[src/rtl/seg_pkg.sv]
// Shared constants for the ASCII 7-segment scanner: segment patterns, ASCII codes, blink phase.
package seg_pkg;

  localparam logic [7:0] SEG_BLANK   = 8'hFF;
  localparam logic [7:0] SEG_DASH    = 8'hFD;
  localparam logic [7:0] ASCII_SPACE = 8'h20;
  localparam logic [7:0] ASCII_DASH  = 8'h2D;

  // Active-low {a,b,c,d,e,f,g,dp} for hex digits; element 0 is '0', element 15 is 'F'.
  localparam logic [15:0][7:0] SEG_HEX = {
    8'h71, 8'h61, 8'h85, 8'hE5, 8'hC1, 8'h11, 8'h09, 8'h01,
    8'h1F, 8'h41, 8'h49, 8'h99, 8'h0D, 8'h25, 8'h9F, 8'h03
  };

  typedef enum logic {
    BLINK_ON  = 1'b0,
    BLINK_OFF = 1'b1
  } blink_phase_e;

endpackage

[src/rtl/ascii_seg_rom.sv]
// Combinational ASCII -> active-low segment decode; unknown codes map to blank.
module ascii_seg_rom
  import seg_pkg::*;
(
  input  logic [7:0] ascii,
  output logic [7:0] segs
);

  always_comb begin
    segs = SEG_BLANK;
    if (ascii >= 8'h30 && ascii <= 8'h39) begin
      segs = SEG_HEX[4'(ascii - 8'h30)];
    end else if (ascii >= 8'h41 && ascii <= 8'h46) begin
      segs = SEG_HEX[4'(ascii - 8'h37)];
    end else if (ascii >= 8'h61 && ascii <= 8'h66) begin
      segs = SEG_HEX[4'(ascii - 8'h57)];
    end else if (ascii == ASCII_DASH) begin
      segs = SEG_DASH;
    end
  end

endmodule

[src/rtl/ascii_seg_scanner.sv]
// Time-multiplexed 7-segment driver: ASCII character buffer, round-robin digit scan,
// per-digit decimal point and blink, and an all-off guard window at each slot start.
module ascii_seg_scanner
  import seg_pkg::*;
#(
  parameter int NUM_DIGITS = 8,
  parameter int SCAN_DIV   = 100000,
  parameter int GUARD      = 500,
  parameter int BLINK_DIV  = 50,
  localparam int AW        = $clog2(NUM_DIGITS)
) (
  input  logic                  clk,
  input  logic                  rst,
  input  logic                  en,
  input  logic                  wr_en,
  input  logic [AW-1:0]         wr_addr,
  input  logic [7:0]            wr_data,
  input  logic [NUM_DIGITS-1:0] dp_mask,
  input  logic [NUM_DIGITS-1:0] blink_mask,
  output logic [7:0]            SEGS,
  output logic [NUM_DIGITS-1:0] DN,
  output logic [AW-1:0]         scan_idx
);

  localparam int CW = $clog2(SCAN_DIV);
  localparam int FW = (BLINK_DIV > 1) ? $clog2(BLINK_DIV) : 1;

  logic [CW-1:0]         slot_cnt;
  logic [AW-1:0]         idx_q;
  logic [FW-1:0]         frame_cnt;
  blink_phase_e          phase_q;
  logic [7:0]            char_buf [NUM_DIGITS];
  logic [7:0]            segs_q;
  logic [NUM_DIGITS-1:0] dn_q;

  logic [7:0]            rom_segs;
  logic [7:0]            seg_next;
  logic [NUM_DIGITS-1:0] dn_next;
  logic                  slot_end;
  logic                  last_digit;
  logic                  in_guard;
  logic                  wr_ok;

  // Write port: wr_en is a fire-and-forget strobe with no ready; every strobed cycle
  // with an in-range wr_addr commits wr_data at that edge, out-of-range is dropped.
  assign wr_ok      = 32'(wr_addr) < NUM_DIGITS;
  assign slot_end   = (slot_cnt == CW'(SCAN_DIV - 1));
  assign last_digit = (idx_q == AW'(NUM_DIGITS - 1));
  assign in_guard   = (GUARD > 0) && (slot_cnt < CW'(GUARD));

  ascii_seg_rom u_rom (
    .ascii (char_buf[idx_q]),
    .segs  (rom_segs)
  );

  always_comb begin
    dn_next        = '1;
    dn_next[idx_q] = 1'b0;
    seg_next       = rom_segs;
    if (dp_mask[idx_q]) seg_next[0] = 1'b0;
    if (blink_mask[idx_q] && phase_q == BLINK_OFF) seg_next = SEG_BLANK;
    if (in_guard) begin
      seg_next = SEG_BLANK;
      dn_next  = '1;
    end
  end

  always_ff @(posedge clk) begin
    if (rst) begin
      slot_cnt  <= '0;
      idx_q     <= '0;
      frame_cnt <= '0;
      phase_q   <= BLINK_ON;
      segs_q    <= SEG_BLANK;
      dn_q      <= '1;
      for (int i = 0; i < NUM_DIGITS; i++) char_buf[i] <= ASCII_SPACE;
    end else begin
      if (wr_en && wr_ok) char_buf[wr_addr] <= wr_data;
      if (en) begin
        segs_q <= seg_next;
        dn_q   <= dn_next;
        if (slot_end) begin
          slot_cnt <= '0;
          idx_q    <= last_digit ? '0 : idx_q + 1'b1;
          // A frame completes when the last digit's slot ends.
          if (last_digit) begin
            if (frame_cnt == FW'(BLINK_DIV - 1)) begin
              frame_cnt <= '0;
              phase_q   <= (phase_q == BLINK_ON) ? BLINK_OFF : BLINK_ON;
            end else begin
              frame_cnt <= frame_cnt + 1'b1;
            end
          end
        end else begin
          slot_cnt <= slot_cnt + 1'b1;
        end
      end else begin
        segs_q <= SEG_BLANK;
        dn_q   <= '1;
      end
    end
  end

  assign SEGS     = segs_q;
  assign DN       = dn_q;
  assign scan_idx = idx_q;

endmodule

[config.mk]
export PLATFORM = sky130hd
export DESIGN_NAME = ascii_seg_scanner
export DESIGN_NICKNAME = d
export VERILOG_FILES = /design/src/rtl/seg_pkg.sv /design/src/rtl/ascii_seg_rom.sv /design/src/rtl/ascii_seg_scanner.sv
export SDC_FILE = /design/constraint.sdc
export NUM_CORES = 1
export LEC_CHECK = 0
export CORE_ASPECT_RATIO = 0.9
export CORE_MARGIN = 1
export CORE_UTILIZATION = 50
export CTS_BUF_LIST = sky130_fd_sc_hd__clkbuf_4 sky130_fd_sc_hd__clkbuf_8
export DETAILED_ROUTE_END_ITERATION = 10
export PLACE_DENSITY = 0.82
export SETUP_SLACK_MARGIN = 0.5
export SLEW_MARGIN = 20
export SYNTH_ARGS = -nofsm -noshare
export SYNTH_HDL_FRONTEND = slang
export SYNTH_SLANG_ARGS = --single-unit
[constraint.sdc]
create_clock -name clk -period 3.73 [get_ports clk]
set_input_delay 0.373 -clock clk [delete_from_list [all_inputs] [get_ports clk]]
set_output_delay 0.373 -clock clk [all_outputs]
set_load 0.005 [all_outputs]
# Word level (Yosys, flattened, before mapping)
# Memories as Yosys holds them, arrays and structs flattened. A register that Yosys moved wholly into a read port is not among the register bits.
# Index checks and enable logic that the tools add are counted.
[op_classes]
order_cmp = 12
eq_ne = 4
mux = 28
n_reduce_logical = 11
n_addsub = 6
bitwise = 2
[op_table]
columns = ["cell", "n"]
rows = [
  ["$mux W8", 7],
  ["$add A17 B1 Y17 const B", 1],
  ["$eq A17 B17 Y1 const B", 1],
  ["$lt A17 B9 Y1 const B", 1],
  ["$mux W17", 1],
  ["$ge A8 B7 Y1 const B", 2],
  ["$le A8 B7 Y1 const B", 2],
  ["$lt A4 B5 Y1 const B", 3],
  ["$mux W3", 4],
  ["$mux W1", 11],
  ["$eq A8 B6 Y1 const B", 1],
  ["$ge A8 B6 Y1 const B", 1],
  ["$le A8 B6 Y1 const B", 1],
  ["$not A8 Y8", 1],
  ["$reduce_or A8 Y1", 1],
  ["$sub A4 B3 Y4 const B", 2],
  ["$add A6 B1 Y6 const B", 1],
  ["$bmux W1 S3", 2],
  ["$eq A6 B6 Y1 const B", 1],
  ["$mux W6", 1],
  ["$logic_and A1 B1 Y1", 5],
  ["$lt A3 B4 Y1 const B", 1],
  ["$reduce_and A4 Y1", 1],
  ["$reduce_or A4 Y1", 1],
  ["other kinds (10)", 10],
]
[totals]
mem_bits_rw = 64
romBits = 384
memories = 4
word_cells = 73
ff_bits = 43
[mem_list]
columns = ["memory", "words", "word_bits", "read_ports", "rd_clocked_by_memory_dff", "write_ports", "line_no", "rtl"]
rows = [
  ["(no name shown)", 16, 8, 1, 0, 0, "ascii_seg_rom.sv:12", "segs = SEG_HEX[4'(ascii - 8'h30)];"],
  ["(no name shown)", 16, 8, 1, 0, 0, "ascii_seg_rom.sv:16", "segs = SEG_HEX[4'(ascii - 8'h57)];"],
  ["(no name shown)", 16, 8, 1, 0, 0, "ascii_seg_rom.sv:14", "segs = SEG_HEX[4'(ascii - 8'h37)];"],
  ["char_buf", 8, 8, 1, 1, 8, "ascii_seg_scanner.sv:32", "logic [7:0] char_buf [NUM_DIGITS];"],
]

# Depth between registers and ports, before layout
[depth]
word_depth = 7
depth_mapped = 11
mapped_depth_nobuf = 10

# Cells and area by module
# A second synthesis with hierarchy kept.
[unflattened]
hier_cells = 489
area_unflattened_um2 = 5559.1
[modules_own_cells]
columns = ["module", "cells_each", "n_inst", "seq_area_each_um2", "area_each_um2"]
rows = [
  ["ascii_seg_scanner", 395, 1, 2842.7, 4938.5],
  ["ascii_seg_rom", 94, 1, 0.0, 620.6],
]

# Worst setup path after synthesis
# No wires, ideal clock.
[synth_timing]
path_kind = "reg2reg"
from = "reg with a tool-made name"
to = "reg segs_q[6], in the netlist SEGS[6]"
setup_slack_ns = 0.825
path_buffers = 1
required_time_ns = 3.610
stages_incl_launch_ff = 10
synth_period_minus_slack_ns = 2.905
arrival_ns = 2.785
cell_sequence = "dfxtp_1 > buf_6 > mux4_1 > mux2i_2 > ha_1 > or2_2 > a21oi_2 > or4b_4 > a311o_1 > o31a_1"
[synth_rtl]
columns = ["item", "line_no", "rtl"]
rows = [
  ["end signal: assignment", "ascii_seg_scanner.sv:80", "segs_q <= seg_next;"],
  ["end: declaration", "ascii_seg_scanner.sv:33", "logic [7:0] segs_q;"],
]

==> flow_metrics.py <==
metrics = {
    "status": {
        "outcome": "finished, violations left",
        "violations": "design-rule violations",
    },
    "setup_path": {
        "critical_path_peak_fanout": 10,
        "r2r_setup_slack_ns": 0.72,
        "rr_worst_depth": 8,
        "timing.critical_path.arrival_ns": 3.28,
        "cp-start-kind": "register",
        "timing.critical_path.required_ns": 4.00,
        "r2r-end": "SEGS[6]",
        "critical_setup_path_class": "register to register",
        "setup.worst_path.end_class": "register",
    },
    "power": {
        "peakVddDrop_v": 0.000219,
        "power_leakage_nw": 2.17,
        "pwr_density_cell_nw_per_um2": 373,
    },
    "floorplan": {
        "fp-row-count": 35,
        "core-area_sq_um": 10400,
        "initial_utilization": 0.519,
        "ioPinCount": 50,
        "die_span_in_x_um": 111,
        "die_h_um": 101,
        "die_area_sq_um": 11200,
    },
    "detailed_routing": {
        "wl_per_cell_um": 17.2,
        "drt_drc_violations_left": 7,
        "viasPerCell": 5.76,
        "wl_mm": 11.1,
        "drt_pre_antenna_iters": 8,
        "detail_route.iter0.violations": 311,
        "vias": 3734,
        "residual_antenna_violating_net_count_after_detailed_routing": 0,
    },
    "worst_hold_path": {
        "hold_path_end": "frame_cnt[5]",
        "timing.hold.worst.class": "register to register",
        "hold_path_depth": 2,
        "min_from": "frame_cnt[5]",
    },
    "global_routing": {
        "grt_first_pass_wirelength_mm": 17.9,
        "track_usage": 0.205,
        "grt_pass1_vias": 3557,
        "grt_overflow": 0,
        "grt_start_max_net_pins": 19,
        "grt_antenna_before_repair": 0,
    },
    "place": {
        "placement.io_buffers": 49,
        "gpl.final_weighted_congestion": 0.877,
        "dp_hpwl_mm": 7.99,
        "post_placement_cell_area_sq_um": 6030,
    },
    "timing": {
        "totalNegativeSetupSlack_ns": 0,
        "clock_skew_ns": 0.0119,
        "maxSlewViolCount": 0,
        "timing_hold_violations_final": 0,
        "grt_setup_unrepaired": "no",
        "relSlewSlack": 0.595,
        "finalCriticalPeriod_ns": 3.01,
        "worst-slew-pin-transition_ns": 0.602,
        "part_of_the_cycle_the_worst_path_needs": 0.807,
        "fmaxAchievable_ghz": 0.332,
        "setup_viol_count_final": 0,
    },
    "clock_tree": {
        "tritoncts.num_buffers": 9,
        "ctsHoldBuffers": 0,
        "cts.sink_count": 110,
        "tritoncts": "built",
        "cts.repair_timing.setup_buffer_count": 0,
        "clock_insertion_delay_worst_skew_ns": 0.37,
        "ctsHtreeMaxLevel": 3,
        "ctsRootBufferMaster": "clkbuf_8",
        "clkTransAtPathRegs_ns": 0.11,
        "cts.path.max_buffers": 2,
    },
    "synth": {
        "yosysTopAreaCell": "edfxtp_1",
        "synthArstFlopShare": 0,
        "synth_area_leaders": "edfxtp_1, dfxtp_1, and2_1",
        "netlist-cell-type-count": 59,
        "synth_nets": 503,
        "ys.flop_type": "edfxtp_1",
        "synth-seq-area-share": 0.527,
        "fraction_of_synthesized_cell_area_taken_by_the_top_area_cell_type": 0.357,
        "synth-edff-count": 64,
        "yosys_warnings": 0,
        "postSynthRegisterBits": 110,
        "syn_avg_cell_area_sq_um": 11.7,
        "netlist_instances": 461,
        "netlist_area_sq_um": 5390,
    },
    "flow_run": {
        "cap_violations": 0,
    },
    "final_layout": {
        "antenna_cells_inserted": 0,
        "design.final.nets": 556,
        "post_route_cells_drive_above_1_share": 0.121,
        "final_core_utilization": 0.604,
        "syn_to_final_growth_pct": 16.3,
        "final_cell_area_sq_um": 6270,
    },
}
layer usage:
layer	GRT usage	up-vias	part of all wire
li1	-	1789	-
met1	0.266	1820	0.46
met2	0.351	110	0.49
met3	0.0379	15	0.042
met4	0.0686	0	0.015
met5	0	-	0
cell usage in the layout (no fill, tap or decap), types with 5 or more instances in the layout:
master            n
inv_1             8
and3_1            6
nor3_1            8
mux4_2           14
nor4_1            5
buf_4            12
clkdlybuf4s50_1  49
or2_2            10
or3_1             7
a21oi_1          12
nand2b_1          8
mux2i_1          10
edfxtp_1         64
xnor2_1           9
clkbuf_8          9
nand4_1           9
a211oi_1          5
nand3_1          12
xor2_1           13
nand2_1          20
ha_1             11
and2_1           57
dfxtp_1          45
nor2_1           51
cell usage after synthesis (3+ instances only):
| cell type | n |
|---|---|
| and4_1 | 3 |
| a211oi_1 | 5 |
| nand3_1 | 12 |
| nand3b_1 | 4 |
| ha_1 | 11 |
| mux2_2 | 3 |
| nor4_1 | 5 |
| nand2_1 | 20 |
| nand4_1 | 9 |
| and2_1 | 57 |
| mux2i_1 | 10 |
| inv_1 | 8 |
| or2_2 | 10 |
| o21ai_0 | 4 |
| and3_1 | 6 |
| dfxtp_1 | 46 |
| nor3_1 | 8 |
| xor2_1 | 13 |
| or3_1 | 7 |
| edfxtp_1 | 64 |
| buf_2 | 3 |
| o211ai_1 | 3 |
| nand2b_1 | 8 |
| clkbuf_1 | 13 |
| a21oi_1 | 12 |
| mux4_1 | 4 |
| nor2_1 | 51 |
| xnor2_1 | 9 |
| mux4_2 | 14 |
| nand4b_1 | 3 |
layout make-up:
type	instances	area (sq um)
clock buffers	10	131
clock inverters	6	92.6
fillers	802	4110
inverters	10	37.5
multi-input cells	322	2420
flip-flops and latches	110	2840
well taps	129	161
repair buffers	61	581
cell families (layout without fill, tap and decap cells):
| logic type | Yosys count | in the layout | share of synthesized area |
|---|---|---|---|
| fa+ha+maj | 11 | 11 | 0.0255 |
| compound gates | 43 | 43 | 0.0571 |
| simple gates | 212 | 212 | 0.217 |
| flops | 110 | 110 | 0.527 |
| mux | 34 | 34 | 0.112 |
| xor+xnor | 22 | 22 | 0.0357 |
| buf+inv | 29 | 87 | 0.0253 |
state kept, by name, summed over array words and instances, names as in the netlist, named ones only:
| register | cells |
|---|---|
| DN | 8 |
| SEGS | 8 |
| char_buf | 64 |
| frame_cnt | 6 |
| phase_q | 1 |
| scan_idx | 3 |
| slot_cnt | 17 |
metrics by stage:
stage	cells	hold slack, ns	setup WS [ns]	power (W)
floorplan	461	0.458	0.825	0.00147
global placement	632	0.475	0.534	0.00155
detailed placement	632	0.493	0.489	0.00156
CTS	648	0.508	0.599	0.00235
global route	648	0.567	0.593	0.00241
finish	648	0.507	0.720	0.00234
report_power, final:
part / total (W) / switching (W) / internal (W)
logic: 0.000190 / 0.000105 / 0.0000859
registers: 0.00134 / 0.0000158 / 0.00133
clock network: 0.000805 / 0.000412 / 0.000392
how the worst max path moves through the flow:
stage / startpoint / to / slack [ns] / depth (start not counted)
5_1_grt: register / SEGS[6] / 0.59 / 8
3_3_place_gp: register / SEGS[6] / 0.53 / 8
6_report: register / SEGS[6] / 0.72 / 8
2_1_floorplan: register / SEGS[6] / 0.83 / 9
3_5_place_dp: register / SEGS[6] / 0.49 / 8
4_1_cts: register / SEGS[6] / 0.60 / 8
worst max-delay path, cell delays in order, from the launching register on:
cell and delay (ns):
dfxtp_2 0.45, mux4_2 0.55, mux2i_4 0.32, ha_1 0.35, or2_2 0.17, a21oi_2 0.06
or4b_4 0.56, a311o_1 0.34, o31a_1 0.10
what timing repair did:
| action | CTS | global route |
|---|---|---|
| gates cloned | 0 | 0 |
| setup endpoints to repair | 1 | 2 |
| hold endpoints to repair | 0 | 0 |
| gates resized for setup | 1 | 1 |
Power figures use the tool's default switching activity.
